## src/rtl/shift_ser_ctrl.sv

```systemverilog
// Sequencing controller that turns a universal shift register into a P2S serializer.
// Accepts a word over valid/ready, loads it, then shifts it out one bit per consumer handshake.
module shift_ser_ctrl #(
   parameter int unsigned N     = 8,
   parameter int unsigned CNT_W = $clog2(N + 1)
) (
   input  logic         clk,
   input  logic         reset,
   input  logic         start_valid,
   output logic         start_ready,
   input  logic [N-1:0] din,
   input  logic         dir,
   input  logic         fill,
   output logic [1:0]   sr_ctrl,
   output logic [N-1:0] sr_d,
   input  logic [N-1:0] sr_q,
   output logic         ser_out,
   output logic         ser_valid,
   input  logic         ser_ready,
   output logic         busy,
   output logic         done
);

   typedef enum logic [1:0] {
      S_IDLE  = 2'd0,
      S_LOAD  = 2'd1,
      S_SHIFT = 2'd2,
      S_DONE  = 2'd3
   } state_t;

   localparam logic [1:0] CTRL_HOLD  = 2'b00;
   localparam logic [1:0] CTRL_LEFT  = 2'b01;
   localparam logic [1:0] CTRL_RIGHT = 2'b10;
   localparam logic [1:0] CTRL_LOAD  = 2'b11;

   localparam logic [CNT_W-1:0] LAST_BIT = CNT_W'(N - 1);

   state_t             state_q, state_d;
   logic [CNT_W-1:0]   count_q, count_d;
   logic [N-1:0]       din_q;
   logic               dir_q;
   logic               fill_q;
   logic               accept;

   // State, bit counter and word captures
   always_ff @(posedge clk or negedge reset) begin
      if (!reset) begin
         state_q <= S_IDLE;
         count_q <= '0;
         din_q   <= '0;
         dir_q   <= 1'b0;
         fill_q  <= 1'b0;
      end else begin
         state_q <= state_d;
         count_q <= count_d;
         if (accept) begin
            din_q  <= din;
            dir_q  <= dir;
            fill_q <= fill;
         end
      end
   end

   // Next state and output decode; outputs follow state so a reset forces hold at once
   always_comb begin
      state_d     = state_q;
      count_d     = count_q;
      accept      = 1'b0;
      start_ready = 1'b0;
      sr_ctrl     = CTRL_HOLD;
      sr_d        = '0;
      ser_out     = 1'b0;
      ser_valid   = 1'b0;
      busy        = 1'b1;
      done        = 1'b0;

      case (state_q)
         S_IDLE: begin
            start_ready = 1'b1;
            busy        = 1'b0;
            if (start_valid) begin
               accept  = 1'b1;
               state_d = S_LOAD;
            end
         end

         S_LOAD: begin
            sr_ctrl = CTRL_LOAD;
            sr_d    = din_q;
            count_d = '0;
            state_d = S_SHIFT;
         end

         S_SHIFT: begin
            ser_valid = 1'b1;
            ser_out   = dir_q ? sr_q[0] : sr_q[N-1];
            sr_d      = {N{fill_q}};
            if (ser_ready) begin
               sr_ctrl = dir_q ? CTRL_RIGHT : CTRL_LEFT;
               // Counter saturates at the last bit rather than stepping past it
               if (count_q == LAST_BIT) begin
                  state_d = S_DONE;
               end else begin
                  count_d = count_q + CNT_W'(1);
               end
            end
         end

         S_DONE: begin
            done    = 1'b1;
            state_d = S_IDLE;
         end

         default: begin
            state_d = S_IDLE;
         end
      endcase
   end

endmodule

```

## config.mk

```make
export PLATFORM = sky130hd
export DESIGN_NAME = shift_ser_ctrl
export DESIGN_NICKNAME = d
export VERILOG_FILES = /design/src/rtl/shift_ser_ctrl.sv
export SDC_FILE = /design/constraint.sdc
export NUM_CORES = 1
export LEC_CHECK = 0
export BUFFER_PORTS_ARGS = -buffer_cell sky130_fd_sc_hd__buf_2
export CAP_MARGIN = 20
export CORE_UTILIZATION = 39
export DETAILED_ROUTE_END_ITERATION = 7
export MAX_ROUTING_LAYER = met4
export PLACE_DENSITY = 0.66
export SLEW_MARGIN = 15
export SYNTH_ARGS = -nofsm -noshare
export SYNTH_HDL_FRONTEND = slang
export SYNTH_SLANG_ARGS = --single-unit
```

## constraint.sdc

```tcl
create_clock -name clk -period 2.1 [get_ports clk]
set_input_delay 0.105 -clock clk [delete_from_list [all_inputs] [get_ports clk]]
set_output_delay 0.105 -clock clk [all_outputs]
set_load 0.03 [all_outputs]
```

==> qor.yml, run 1 <==
leakagePower_nw: 0.614
cts_tree: "yes"
drtIter0Drc: 9
dp_hpwl_um: 1360
grt_pass1_wl_um: 2970
ant_nets: 0
cp.required_ns: 2.00
crit_fanout: 10
busiest_layer: "met2"
wl_um: 1740
slew_headroom: 0.718
maxCapViolations: 0
path_delay_family: "flip-flops"
multiInputGateArea_um2: 536
clock_sinks: 16
grt_use_total: 0.155
diodes: 0
syn_inst: 86
fillers: 218
vias_per_cell: 5.00
tightestPinTransition_ns: 0.422
rrSetupSlack_ns: 0.36
syn_avg_cell_area_um2: 11.3
max_freq_ghz: 0.528
crit_type: "flip-flop to output port"
synth_seq_area_share: 0.413
layout_worst_path_cycle_share: 0.903
place.gp.congestion: 0.750
grt.overflow.total: 0
fin_total_pwr_mw: 1.99
fin_cells: 146
ir_drop_v: 0.000856
worstPathArrival_ns: 1.79
crit_path_top_delay_cell: "dfrtp_1"
port_buffers: 30
core_um2: 2280
status: "finished clean"
final-setup-viol-count: 0
grt_max_degree: 17
synth_seq_cells: 16
drive_gt1_frac: 0.458
cts_buffer_depth: 2
grtUsageMet2: 0.250
clkLatencyLatePin_ns: 0.28
endpoint_kind: "output port"
rsz0062_at_grt: "false"
wire_per_inst_um: 11.9
route.detailed.drc: 0
slowest_delay_ns: 0.42
power.density_nw_per_um2: 1670
grtUsageMet3: 0.0175
dr.pass1.iters: 4
netlist_area_um2: 968
netlist-cell-type-count: 27
initial_core_util: 0.426
final_nets: 147
cts-root-buf: "clkbuf_4"
synth_ff_type: "dfrtp_1"
fp-row-count: 17
syn_nets: 114
post-route-min-period_ns: 1.90
synthToLayoutAreaGrowth_pct: 22.9
cts_made_buffers: 3
die_w_um: 51.8
dieHeight_um: 51.8
vias: 730
pin_count: 37
grt_pass1_vias: 715
crit_chain: "inv_1, ha_2, nand2_1, a21boi_0, buf_2"
grt_use_met1: 0.187
cp_num_buf_inv: 2
holdCritPathClass: "primary input to flip-flop"
clk_pin_slew_ns: 0.09
final-hold-violation-count: 0
die_area_um2: 2690
final_core_util: 0.523
synth_edf_count: 0
cp-start-kind: "flip-flop"
async_reset_ff_frac: 1.00
h-tree-depth: 1
final-seq-area_um2: 400
tns_ns: 0
yosysWarnings: 0
maxSlewViolCount: 0
skew_ns: 0.000505
dp.cells: 141
antenna_found_initial: 0
==> Yosys cell counts, drive strengths merged (2+ instances only) <==
cell	count	area share
dfrtp	16	0.41
nand2	13	0.053
mux2	12	0.14
a21boi	8	0.062
ha	6	0.078
inv	6	0.023
nor2b	4	0.028
mux2i	3	0.031
a31oi	2	0.028
clkbuf	2	0.0078
nor2	2	0.0078
==> path summary, 6_finish.rpt <==
path / startpoint / end / cells after the start
setup / recovery: state_q[0] / sr_d[1] / 5
hold / removal: din[0] / din_q[0] / 2
setup reg to reg: state_q[1] / count_q[0] / 5
hold reg to reg: din_q[4] / din_q[4] / 1
max in group asynchronous: reset / dir_q / 2
min in group asynchronous: reset / count_q[0] / 2
==> power breakdown <==
part | total [mW] | switching [mW] | internal (mW)
clock | 0.200 | 0.0941 | 0.106
combinational | 1.25 | 0.736 | 0.512
sequential | 0.545 | 0.0966 | 0.449
total | 1.99 | 0.926 | 1.07
==> layer usage <==
metal | vias to the layer above | part of all wire
li1 | 363 | -
met1 | 341 | 0.45
met2 | 22 | 0.48
met3 | 4 | 0.051
met4 | 0 | 0.016
met5 | - | 0
==> cell type report <==
cell class | instances | area share
clock buffer | 4 | 0.0305
sequential | 16 | 0.336
multi-input combinational | 61 | 0.450
tap | 28 | 0.0294
timing repair buffer | 31 | 0.135
inverter | 6 | 0.0189
==> placed cells by master, fill, tap and decap left out, drive strengths merged <==
cell,netlist,layout
a221oi,1,1
nand2,13,13
and2,1,1
inv,6,6
o32a,1,1
nor2b,4,4
o41ai,1,1
nor3,1,1
nand3b,1,1
a211o,1,1
buf,1,30
nand3,1,1
nor2,2,2
mux2,12,12
a22oi,1,1
dlygate4sd3,0,1
dfrtp,16,16
mux2i,3,3
o21a,1,1
a21boi,8,8
nor3b,1,1
a31oi,2,2
clkbuf,2,4
ha,6,6
==> logic make-up after synthesis <==
| logic type | Yosys count | synth area share |
|---|---|---|
| and+or+nand+nor | 24 | 0.134 |
| buffers and inverters | 9 | 0.0362 |
| DFF | 16 | 0.413 |
| adders and majority gates | 6 | 0.0775 |
| muxes | 15 | 0.174 |
| AOI/OAI and AO/OA | 16 | 0.164 |
==> flip-flops by register name, indices dropped and copies added (netlist names) <==
register,count
count_q,4
state_q,2
din_q,8
fill_q,1
dir_q,1
==> per-stage QoR <==
step                      hold slack [ns]  setup slack (ns)  area (µm²)
after detailed placement           0.0387             0.350        1140
after global routing               0.0389            0.0350        1190
final                              0.0467             0.205        1190
after floorplan                    -0.191            0.0411         968
after CTS                          0.0376            0.0353        1190
after global placement             0.0341             0.389        1140
==> worst reg2reg max path: stages, from the launching register on <==
cell	delay [ns]
dfrtp_1	0.42
inv_1	0.08
ha_1	0.34
nor2b_1	0.22
a31oi_4	0.22
mux2_2	0.36
==> what timing repair did <==
action / CTS / global route
endpoints found under the hold margin: 16 / 0
resized for setup: 0 / 1
setup endpoints to repair: 0 / 8
buffers inserted: 0 / 0
hold buffers: 1 / 0
Power figures use the tool's default switching activity.
==> run 2: changes to the inputs <==
==> constraint.sdc (replaced) <==
create_clock -name clk -period 1.8 [get_ports clk]
set_input_delay 0.09 -clock clk [delete_from_list [all_inputs] [get_ports clk]]
set_output_delay 0.09 -clock clk [all_outputs]
set_load 0.03 [all_outputs]
==> run 2 against run 1 <==
Effect of this change: utilization is 3.7 points higher; total power is 30% higher; setup slack worse by 0.12 ns; wire length is 13% higher; critical endpoint is now sr_ctrl[1]; largest cell class unchanged; largest power group unchanged.
==> qor.yml, run 2 (synthesized netlist as in run 1, its figures left out) <==
power.density_nw_per_um2: 2040  # +22%
slew_headroom: 0.766  # +0.0478
route.detailed.drc: 0  # unchanged
drtIter0Drc: 1  # -8
largest_register_ffs: 8  # unchanged
clkLatencyLatePin_ns: 0.29  # about the same
grt_pass1_vias: 731  # +2.2%
leakagePower_nw: 0.636  # +3.6%
power_frac_clock: 0.092  # -0.008
wire_per_inst_um: 13.1  # +9.9%
worstPathArrival_ns: 1.63  # -0.16 ns
drive_gt1_frac: 0.533  # +0.0752
dr.pass1.iters: 2  # -2
dieHeight_um: 51.8  # unchanged
mostFrequentLayoutCell: "buf_2"
ant_nets: 0  # unchanged
h-tree-depth: 1  # unchanged
final-hold-violation-count: 0  # unchanged
fp-row-count: 17  # unchanged
cts_made_buffers: 3  # unchanged
maxSlewViolCount: 0  # unchanged
synthToLayoutAreaGrowth_pct: 31.7
place.gp.congestion: 0.742  # -1.1%
cp_num_buf_inv: 3  # +1
setup.worst_path.end: "sr_ctrl[1]"
power.switching_mw: 1.17  # +27%
pwr-share-comb: 0.655  # +0.029
cp.required_ns: 1.71  # -0.29 ns
die_w_um: 51.8  # unchanged
grt.overflow.total: 0  # unchanged
final_nets: 151  # +2.7%
post-route-min-period_ns: 1.72
regToRegStartpoint: "state_q[1]"
dp_slack_ns: 0.135  # -0.214 ns
final_area_um2: 1270  # +7.2%
port_buffers: 30  # unchanged
holdCritPathClass: "primary input to flip-flop"
layout_setup_ws_ns: 0.0812  # -0.123 ns
reg.largest.list: "din_q x8, count_q x4, state_q x2"
max_freq_ghz: 0.582
clock_sinks: 16  # unchanged
crit_path_top_delay_cell: "dfrtp_2"
maxCapViolations: 0  # unchanged
endpoint_kind: "output port"
path_depth: 6  # +1
rr_endpoint: "state_q[1]"
clk_pin_slew_ns: 0.09  # about the same
switching_share: 0.451  # -0.0136
pin_count: 37  # unchanged
startpoint: "state_q[0]"
fillers: 208  # -4.6%
regMostFlops: "din_q"
cts_buffer_depth: 2  # unchanged
crit_chain: "inv_2, ha_4, buf_4, a31oi_1, nor2b_1, buf_2"
layout_worst_path_cycle_share: 0.955
multiInputGateArea_um2: 573  # +7.0%
final-seq-area_um2: 403  # +0.62%
vias_per_cell: 5.11  # +2.1%
cts_tree: "yes"
grt_pass1_wl_um: 3040  # +2.5%
crit_fanout: 7  # -3
hold_path_depth: 2  # unchanged
final-setup-viol-count: 0  # unchanged
grt_max_degree: 17  # unchanged
cts-root-buf: "clkbuf_4"
internal_power_mw: 1.43  # +34%
status: "finished clean"
rrSetupSlack_ns: 0.08  # -0.28 ns
tightestPinTransition_ns: 0.351  # -0.0718 ns
wl_um: 1960  # +13%
vias: 766  # +4.9%
ir_drop_v: 0.00108  # +26%
skew_ns: 0.00332  # +0.00282 ns
crit_type: "flip-flop to output port"
r2r_cells: 5  # unchanged
p_seq_frac: 0.253  # -0.021
dp_hpwl_um: 1410  # +3.1%
tns_ns: 0  # unchanged
mostFrequentLayoutCells: "buf_2, dfrtp_1, nand2_1, mux2_2, a21boi_1"
cp-start-kind: "flip-flop"
die_area_um2: 2690  # unchanged
core_um2: 2280  # unchanged
antenna_found_initial: 0  # unchanged
grt_use_total: 0.160  # +0.00521
path_delay_family: "flip-flops"
slowest_delay_ns: 0.46  # +0.04 ns
initial_core_util: 0.426  # unchanged
diodes: 0  # unchanged
post_dp_cell_area_um2: 1160  # +1.3%
-- run 2: cell type report --
type / count / share of cell area
Clock buffer: 4 / 0.0285
Multi-Input combinational cell: 61 / 0.449
Timing Repair Buffer: 35 / 0.161
Tap cell: 28 / 0.0275
Inverter: 6 / 0.0177
Sequential cell: 16 / 0.316
-- run 2: stage by stage --
stage	util	hold slack, ns	total power, mW	instances
after global routing	0.560	0.00741	2.78	150
after detailed placement	0.508	0.0244	2.16	143
after floorplan	-	-0.206	1.80	86
final	0.560	0.0212	2.60	150
after global placement	0.508	0.0247	2.12	143
after CTS	0.531	0.00724	2.43	148
-- run 2: timing repair --
item	4_1_cts	5_1_grt
setup endpoints to repair	10	10
hold endpoints to repair	16	0
resized for setup	2	18
pin swaps	0	1
hold buffers	1	0
setup buffers	0	2
-- run 2: layer usage --
| metal | global-route usage | up-vias | part of all wire |
|---|---|---|---|
| met1 | 0.190 | 368 | 0.45 |
| met5 | - | - | 0 |
| met3 | 0.0175 | 4 | 0.026 |
| met2 | 0.261 | 20 | 0.51 |
| met4 | 0.0946 | 0 | 0.017 |
| li1 | - | 374 | - |
-- run 2: how the worst min path moves through the flow --
stage | to | slack [ns] | from
floorplan | count_q[0] | -0.21 | reset
global placement | count_q[0] | 0.02 | reset
detailed placement | count_q[2] | 0.02 | reset
CTS | din_q[0] | 0.007 | din[0]
global route | din_q[5] | 0.007 | din[5]
finish | din_q[0] | 0.02 | din[0]
-- run 2: power by group through the flow --
stage	logic, mW	clock network (mW)	registers, mW
2_1_floorplan	1.19	0	0.617
3_3_place_gp	1.49	0	0.638
3_5_place_dp	1.51	0	0.647
4_1_cts	1.53	0.255	0.640
5_1_grt	1.83	0.268	0.683
6_report	1.70	0.239	0.658
==> run 3: changes to the inputs <==
--- a/config.mk
+++ b/config.mk
@@ -7,10 +7,12 @@
 export LEC_CHECK = 0
 export BUFFER_PORTS_ARGS = -buffer_cell sky130_fd_sc_hd__buf_2
 export CAP_MARGIN = 20
-export CORE_UTILIZATION = 39
+export CELL_PAD_IN_SITES_DETAIL_PLACEMENT = 1
+export CELL_PAD_IN_SITES_GLOBAL_PLACEMENT = 1
+export CORE_UTILIZATION = 36
 export DETAILED_ROUTE_END_ITERATION = 7
 export MAX_ROUTING_LAYER = met4
-export PLACE_DENSITY = 0.66
+export PLACE_DENSITY_LB_ADDON = 0.1
 export SLEW_MARGIN = 15
 export SYNTH_ARGS = -nofsm -noshare
 export SYNTH_HDL_FRONTEND = slang
==> run 3 against run 2 <==
Effect of this change: non-clock buffer count unchanged; clock skew up 0.00085 ns; clock power down 24%; hold slack better by 0.016 ns; sequential power down 2%; critical endpoint is now state_q[1]; flip-flop and latch count unchanged; global-route usage up 0.98 points; final area down 1.5%; setup slack worse by 0.011 ns; largest cell class unchanged.
==> qor.yml, run 3 (synthesized netlist as in run 1, its figures left out) <==
diodes: 0  # unchanged
hold_path_end: "din_q[0]"
pin_count: 37  # unchanged
h-tree-depth: 1  # unchanged
antenna_found_initial: 0  # unchanged
route.detailed.drc: 0  # unchanged
core_um2: 2500  # +9.8%
regMostFlops: "din_q"
multiInputGateArea_um2: 573  # unchanged
largest_register_ffs: 8  # unchanged
crit_fanout: 5  # -2
leakagePower_nw: 0.632  # -0.61%
power.density_nw_per_um2: 2010  # -1.4%
grt.overflow.total: 0  # unchanged
cts_tree: "yes"
post-route-min-period_ns: 1.73  # +0.0110 ns
clkLatencyLatePin_ns: 0.28  # about the same
drtIter0Drc: 5  # +4
cp-start-kind: "flip-flop"
final-setup-viol-count: 0  # unchanged
wl_um: 2140  # +9.0%
place.gp.congestion: 0.673  # -9.3%
clock_sinks: 16  # unchanged
cp.required_ns: 1.96  # +0.25 ns
regToRegStartpoint: "state_q[1]"
dieHeight_um: 53.9  # +3.9%
endpoint_kind: "flip-flop"
ant_nets: 0  # unchanged
reg.largest.list: "din_q x8, count_q x4, state_q x2"
r2r_cells: 5  # unchanged
cts_made_buffers: 3  # unchanged
skew_ns: 0.00417  # +0.000851 ns
status: "finished clean"
grt_pass1_wl_um: 3360  # +10%
cts_buffer_depth: 2  # unchanged
dp_hpwl_um: 1590  # +13%
vias: 766  # unchanged
dp.cells: 146  # +2.1%
drive_gt1_frac: 0.512  # -0.0204
rrSetupSlack_ns: 0.07  # about the same
grt_use_total: 0.170  # +0.00978
grt_max_degree: 17  # unchanged
wire_per_inst_um: 14.2  # +8.2%
final-seq-area_um2: 402  # -0.31%
holdCritPathClass: "primary input to flip-flop"
mostFrequentLayoutCell: "buf_2"
maxSlewViolCount: 0  # unchanged
grt_pass1_vias: 726  # -0.68%
die_area_um2: 2900  # +8.0%
layout_worst_path_cycle_share: 0.961  # +0.00610
final-hold-violation-count: 0  # unchanged
rr_endpoint: "state_q[1]"
maxCapViolations: 0  # unchanged
max_freq_ghz: 0.578  # -0.64%
tns_ns: 0  # unchanged
tightestPinTransition_ns: 0.372  # +0.0215 ns
ir_drop_v: 0.00105  # -2.2%
cts-root-buf: "clkbuf_4"
worstPathArrival_ns: 1.89  # +0.26 ns
clk_pin_slew_ns: 0.09  # about the same
synthToLayoutAreaGrowth_pct: 29.7
fin_cells: 151  # +0.67%
hp-start: "din[0]"
dr.pass1.iters: 4  # +2
die_w_um: 53.9  # +3.9%
vias_per_cell: 5.07  # -0.66%
hold_path_depth: 2  # unchanged
port_buffers: 30  # unchanged
fp-row-count: 18  # +1
mostFrequentLayoutCells: "buf_2, dfrtp_1, nand2_1, mux2_2, a21boi_1"
final_nets: 151  # unchanged
slew_headroom: 0.752  # -0.0144
crit_type: "flip-flop to flip-flop"
initial_core_util: 0.387  # -0.0381
fillers: 308  # +48%
[run 3: area by class of cell]
type / count / share of cell area
Clock buffer: 3 / 0.0179
Multi-Input combinational cell: 61 / 0.456
Sequential cell: 16 / 0.320
Tap cell: 30 / 0.0299
Timing Repair Buffer: 35 / 0.158
Inverter: 6 / 0.0179
[run 3: worst max-delay path by stage]
stage	to	depth (start not counted)	start	slack, ns
2_1_floorplan	sr_d[0]	5	state_q[0]	-0.04
3_3_place_gp	sr_d[1]	5	state_q[0]	0.16
3_5_place_dp	sr_d[1]	5	state_q[0]	0.14
4_1_cts	sr_d[7]	6	state_q[1]	0.04
5_1_grt	count_q[0]	5	state_q[0]	-0.01
6_report	state_q[1]	5	state_q[1]	0.07
[run 3: stage by stage]
stage	util	power (mW)	hold WS [ns]	setup WS (ns)	cell area, µm²
2_1_floorplan	-	1.80	-0.206	-0.0390	968
3_3_place_gp	0.466	2.16	0.0381	0.163	1170
3_5_place_dp	0.466	2.21	0.0416	0.138	1170
4_1_cts	0.482	2.41	0.0278	0.0436	1210
5_1_grt	0.503	2.72	0.0179	-0.0132	1260
6_report	0.503	2.52	0.0375	0.0702	1260
[run 3: power by group]
part	switching [mW]	internal, mW	leakage [nW]
logic	0.943	0.754	0.423
clock network	0.104	0.0774	0.0138
registers	0.120	0.526	0.195
total	1.17	1.36	0.632
[run 3: repair_timing]
item | 4_1_cts | 5_1_grt
hold endpoints to repair | 16 | 0
hold buffers | 1 | 0
setup endpoints to repair | 8 | 9
setup buffers | 0 | 1
pin swaps | 0 | 0
resized for setup | 3 | 10
[run 3: per-layer routing]
layer  GRT usage  routed length (µm)  vias up
li1            -                   -      373
met1       0.209                 989      372
met5           -                   0        -
met2       0.272                1040       19
met4      0.0658                  12        0
met3      0.0339                  93        2
[run 3: critical path, cell delays in order (launching register included)]
cell and delay [ns]:
dfrtp_2 0.45, buf_4 0.15, ha_1 0.26, nor2b_2 0.21, a221oi_4 0.23, mux2_4 0.33
